### config.mk
export PLATFORM = sky130hd
export DESIGN_NAME = spi_slave_core
export DESIGN_NICKNAME = d
export VERILOG_FILES = /design/src/rtl/spi_slave_core.sv
export SDC_FILE = /design/constraint.sdc
export NUM_CORES = 1
export LEC_CHECK = 0
export CAP_MARGIN = 20
export CORE_ASPECT_RATIO = 2
export CORE_MARGIN = 4
export CORE_UTILIZATION = 45
export CTS_CLUSTER_DIAMETER = 150
export DETAILED_ROUTE_END_ITERATION = 12
export GPL_TIMING_DRIVEN = 0
export PLACE_DENSITY_LB_ADDON = 0.15
export SYNTH_ARGS = -nofsm -noshare
export SYNTH_HDL_FRONTEND = slang
export SYNTH_SLANG_ARGS = --single-unit
### constraint.sdc
create_clock -name clk_i -period 3.2 [get_ports clk_i]
set_input_delay 0.48 -clock clk_i [delete_from_list [all_inputs] [get_ports clk_i]]
set_output_delay 0.48 -clock clk_i [all_outputs]
set_load 0.02 [all_outputs]
### src/rtl/spi_slave_core.sv
// SPI peripheral engine: oversamples sclk/ss_n/mosi in the clk_i domain, any CPOL/CPHA,
// with valid/ready word ports. Define SPI_SLAVE_LSBFE_EN to add the lsbfe_i (LSB-first) input.
module spi_slave_core #(
  parameter int DATA_W      = 8,
  parameter int SYNC_STAGES = 2
) (
  input  logic              clk_i,
  input  logic              rst_i,
  input  logic              cpol,
  input  logic              cpha,
`ifdef SPI_SLAVE_LSBFE_EN
  input  logic              lsbfe_i,
`endif
  input  logic              sclk_i,
  input  logic              ss_n_i,
  input  logic              mosi_i,
  output logic              miso_o,
  output logic              miso_oe_o,
  input  logic [DATA_W-1:0] tx_data_i,
  input  logic              tx_valid_i,
  output logic              tx_ready_o,
  output logic [DATA_W-1:0] rx_data_o,
  output logic              rx_valid_o,
  input  logic              rx_ready_i,
  output logic              busy_o,
  output logic              overrun_o,
  output logic              underrun_o,
  input  logic              clr_err_i
);

  localparam int CNT_W = (DATA_W > 2) ? $clog2(DATA_W) : 1;
  localparam logic [CNT_W-1:0] LAST_BIT = CNT_W'(DATA_W - 1);

  localparam logic [0:0] IDLE   = 1'b0;
  localparam logic [0:0] ACTIVE = 1'b1;

  logic [SYNC_STAGES-1:0] sclk_sync;
  logic [SYNC_STAGES-1:0] ss_sync;
  logic [SYNC_STAGES-1:0] mosi_sync;
  logic                   s_sclk;
  logic                   s_sclk_d;
  logic                   s_ss_n;
  logic                   s_mosi;

  logic [0:0]        state;
  logic [CNT_W-1:0]  bit_cnt;
  logic [DATA_W-1:0] tx_shreg;
  logic [DATA_W-1:0] rx_shreg;
  logic [DATA_W-1:0] hold_data;
  logic              hold_full;

  logic              lsb_first;
  logic              active;
  logic              sclk_edge;
  logic              leading;
  logic              trailing;
  logic              sample_edge;
  logic              shift_edge;
  logic              start;
  logic              stop;
  logic              word_done;
  logic              load;
  logic              do_shift;
  logic              accept;
  logic [DATA_W-1:0] rx_word;
  logic [DATA_W-1:0] tx_shifted;

`ifdef SPI_SLAVE_LSBFE_EN
  assign lsb_first = lsbfe_i;
`else
  assign lsb_first = 1'b0;
`endif

  // Synchronizer chains reset to the idle bus state so no false edge or select is seen.
  always_ff @(posedge clk_i) begin
    if (rst_i) begin
      sclk_sync <= {SYNC_STAGES{cpol}};
      ss_sync   <= '1;
      mosi_sync <= '0;
      s_sclk_d  <= cpol;
    end else begin
      sclk_sync <= {sclk_sync[SYNC_STAGES-2:0], sclk_i};
      ss_sync   <= {ss_sync[SYNC_STAGES-2:0], ss_n_i};
      mosi_sync <= {mosi_sync[SYNC_STAGES-2:0], mosi_i};
      s_sclk_d  <= s_sclk;
    end
  end

  assign s_sclk = sclk_sync[SYNC_STAGES-1];
  assign s_ss_n = ss_sync[SYNC_STAGES-1];
  assign s_mosi = mosi_sync[SYNC_STAGES-1];

  // A shift edge with bit_cnt==0 is either the idle first leading edge (cpha=1)
  // or the trailing edge right after the last bit (cpha=0), where the next word loads.
  always_comb begin
    active      = (state == ACTIVE);
    sclk_edge   = (s_sclk != s_sclk_d);
    leading     = sclk_edge & (s_sclk != cpol);
    trailing    = sclk_edge & (s_sclk == cpol);
    start       = ~active & ~s_ss_n;
    stop        = active & s_ss_n;
    sample_edge = active & ~s_ss_n & (cpha ? trailing : leading);
    shift_edge  = active & ~s_ss_n & (cpha ? leading : trailing);
    word_done   = sample_edge & (bit_cnt == LAST_BIT);
    do_shift    = shift_edge & (bit_cnt != '0);
    load        = start | (cpha ? word_done : (shift_edge & (bit_cnt == '0)));
    accept      = tx_valid_i & ~hold_full;
    rx_word     = lsb_first ? {s_mosi, rx_shreg[DATA_W-1:1]}
                            : {rx_shreg[DATA_W-2:0], s_mosi};
    tx_shifted  = lsb_first ? {1'b0, tx_shreg[DATA_W-1:1]}
                            : {tx_shreg[DATA_W-2:0], 1'b0};
  end

  always_ff @(posedge clk_i) begin
    if (rst_i) begin
      state    <= IDLE;
      bit_cnt  <= '0;
      rx_shreg <= '0;
    end else begin
      if (start) begin
        state <= ACTIVE;
      end else if (stop) begin
        state <= IDLE;
      end
      if (start || stop) begin
        bit_cnt <= '0;
      end else if (sample_edge) begin
        bit_cnt <= word_done ? '0 : bit_cnt + 1'b1;
      end
      if (sample_edge) begin
        rx_shreg <= rx_word;
      end
    end
  end

  // A load in the same cycle as an accept takes the old holding content.
  always_ff @(posedge clk_i) begin
    if (rst_i) begin
      tx_shreg   <= '0;
      hold_data  <= '0;
      hold_full  <= 1'b0;
      underrun_o <= 1'b0;
    end else begin
      if (load) begin
        tx_shreg <= hold_full ? hold_data : '0;
      end else if (do_shift) begin
        tx_shreg <= tx_shifted;
      end
      if (accept) begin
        hold_data <= tx_data_i;
        hold_full <= 1'b1;
      end else if (load) begin
        hold_full <= 1'b0;
      end
      if (clr_err_i) begin
        underrun_o <= 1'b0;
      end else if (load && !hold_full) begin
        underrun_o <= 1'b1;
      end
    end
  end

  always_ff @(posedge clk_i) begin
    if (rst_i) begin
      rx_data_o  <= '0;
      rx_valid_o <= 1'b0;
      overrun_o  <= 1'b0;
    end else begin
      if (word_done) begin
        rx_data_o  <= rx_word;
        rx_valid_o <= 1'b1;
      end else if (rx_valid_o && rx_ready_i) begin
        rx_valid_o <= 1'b0;
      end
      if (clr_err_i) begin
        overrun_o <= 1'b0;
      end else if (word_done && rx_valid_o && !rx_ready_i) begin
        overrun_o <= 1'b1;
      end
    end
  end

  assign busy_o     = active;
  assign miso_oe_o  = active;
  assign miso_o     = lsb_first ? tx_shreg[0] : tx_shreg[DATA_W-1];
  assign tx_ready_o = ~hold_full;

endmodule

==> reports/results.txt <==
status: finished, final reports clean
Pleak: 0.980 nW
post-layout min period: 2.27 ns
drt drc: 0
first-pass GRT wire length: 6500 µm
sequential element share of the synthesized area: 48.5%
crit end category: register
antenna violations before repair: 0
DIE WIDTH: 53.9 µm
Fin Setup TNS: 0 ns
maximum vdd drop: 0.361 mV
Max Clock Freq: 441 MHz
setup bufs post-CTS: 0
fin. max-slew vios: 0
TritonRoute pass-1 iters: 4
syn_nets: 220
Sink Count: 46
# hold bufs at CTS: 0
Die Area: 0.00538 mm²
CTS root buf: clkbuf_8
clock latency on the worst-skew pair: 0.30 ns
Final Skew: 0.0128 ns
worst hold path type: register to register
critical path data arrival time: 2.50 ns
required time worst endpoint: 3.43 ns
Gates resized, CTS repair: 0
max_slew headroom: 59.4%
ANT cells: 0
Area Growth Syn to Fin: 25.3%
Total Wirelength: 3700 µm
Yosys cell types: 35
Num CTS Buffers: 5
CP max FO: 8
Post-DRT Antenna Nets: 0
Starting DRT DRC Count: 24
largest net degree at the start of global routing: 15
hpwl dp: 2770 µm
Ys Warns: 0
gr usage total: 16.2%
total number of H-tree levels: 2
# nets final: 259
Core Util, Final: 58.2%
Reg clk slew, reported paths: 0.08 ns
port bufs: 32
Avg Cell Area, Syn: 9.63 µm²
Final Setup Violations: 0
WL per Instance: 12.8 µm
GP Congestion: 0.781
critical path class: input port to register
unrepaired setup endpoints after global routing: false
Yosys reg bits: 46
Initial Utilization: 46.4%
startpoint types: input port
Cell Pwr Density: 438 mW/mm²
grt total ovfl: 0
Vias/cell: 5.03
post-placement cell area: 0.00228 mm²
Final Hold Fails: 0
via count: 1,455
I/O Pins: 33
Max Cap Viol: 0
ratio of cells with drive above 1 in the final layout: 8.02%
Core Area: 0.00409 mm²
Final Cycle Share: 70.9%
std cell rows: 33
Die H: 99.8 µm
Cells after Synth: 197
vias in the first global route: 1,520
synthesized area: 0.00190 mm²
Final Instance Area: 0.00238 mm²
hold slack: 0.414 ns
CTS max path bufs: 2
TritonCTS clock tree: yes
Worst Max-Slew Pin Slew: 0.607 ns
-- cell type report --
cell class              count  area [µm²]
inverters                  10        37.5
plain buffers               9        40.0
well taps                  52        65.1
repair buffers             32         320
clock buffers               7        86.3
fillers                   364        1710
flip-flops and latches     46         921
multi-input cells         132         898
clock inverters             1        8.76
-- Yosys cell counts --
cell type  number  area, µm²
a211oi_2        1       12.5
a211oi_4        1       20.0
a21oi_1        13       65.1
a21oi_2         1       8.76
a221o_1         7       70.1
a31oi_1         1       6.26
a32o_1          1       10.0
and2b_1         6       45.0
and3_1          1       6.26
buf_2           2       10.0
buf_4           1       7.51
clkbuf_1        6       22.5
dfxtp_1        46        921
ha_1            5       62.6
inv_1          10       37.5
mux2i_1        17        170
mux2i_2         1       13.8
nand2_1        22       82.6
nand2b_1        3       18.8
nand3_1         1       5.00
nand3b_1        4       30.0
nand4b_1        2       17.5
nand4bb_2       1       16.3
nor2_1         21       78.8
nor2b_1        10       62.6
nor3_1          1       5.00
nor3_2          1       10.0
nor3b_1         1       7.51
o21a_1          1       7.51
o21ai_0         3       15.0
or2_2           2       12.5
or2b_1          1       7.51
or3_1           1       6.26
or3b_1          1       8.76
xor2_2          1       16.3
-- metal layers --
| layer | track usage (%) | vias up | share of wire [%] |
|---|---|---|---|
| met3 | 4.16 | 6 | 4.2 |
| met1 | 17.5 | 675 | 43 |
| met4 | 6.50 | 0 | 1.9 |
| met2 | 28.5 | 32 | 51 |
| met5 | 0 | - | 0 |
| li1 | - | 742 | - |
-- critical path, cell delays in order --
cell and delay [ns]:
clkdlybuf4s50_1 0.58, xor2_2 0.23, mux2i_2 0.41, a211oi_4 0.13, nor3_2 0.44, a221o_1 0.24
-- sequential cells by signal, summed over array words and instances (netlist names), 2 cells and up --
register and count:
rx_data_o 8, rx_shreg 7, bit_cnt 3, hold_data 8, ss_sync 2, tx_shreg 8, mosi_sync 2, sclk_sync 2
-- worst paths after layout --
path / slack [ns] / cells past startpoint / startpoint / endpoint
max: 0.93 / 6 / cpha / tx_shreg[2]
max reg2reg: 1.16 / 6 / busy_o / tx_shreg[2]
min: 0.41 / 1 / ss_sync[0] / ss_sync[1]
min reg2reg: 0.41 / 1 / ss_sync[0] / ss_sync[1]
-- stage by stage --
step	power (mW)	setup slack, ns	instances
final	1.04	0.931	289
after global routing	1.09	0.770	289
after CTS	1.06	0.916	289
after detailed placement	0.691	0.611	281
after global placement	0.690	0.631	281
after floorplan	0.650	1.35	197
-- cells by family (layout without fill, tap and decap cells) --
kind of cell	after synthesis	after routing	share of synthesized area, %
simple gates	79	79	22.2
flops	46	46	48.5
compound gates	29	29	11.3
buf+inv	19	59	4.09
mux	18	18	9.70
fa+ha+maj	5	5	3.30
xor+xnor	1	1	0.858
-- cell usage in the layout, fill, tap and decap left out, types with 2 or more instances in the layout --
| master | synthesis | final |
|---|---|---|
| ha_1 | 5 | 5 |
| nand2_1 | 22 | 22 |
| o21ai_0 | 3 | 3 |
| nor2_1 | 21 | 21 |
| clkdlybuf4s50_1 | 0 | 32 |
| mux2i_1 | 17 | 17 |
| a21oi_1 | 13 | 13 |
| clkbuf_1 | 6 | 7 |
| clkbuf_8 | 0 | 6 |
| or2_2 | 2 | 2 |
| dfxtp_1 | 46 | 46 |
| inv_1 | 10 | 10 |
| buf_2 | 2 | 2 |
| nand2b_1 | 3 | 3 |
| nand3b_1 | 4 | 4 |
| a221o_1 | 7 | 7 |
| and2b_1 | 6 | 6 |
| nor2b_1 | 10 | 10 |
| nand4b_1 | 2 | 2 |
-- power breakdown --
| group | switching (mW) | total, mW | internal (mW) |
|---|---|---|---|
| registers | 0.00884 | 0.595 | 0.586 |
| logic | 0.0417 | 0.0823 | 0.0406 |
| clock network | 0.186 | 0.364 | 0.178 |
| total | 0.236 | 1.04 | 0.805 |
(Power assumes the default switching activity.)
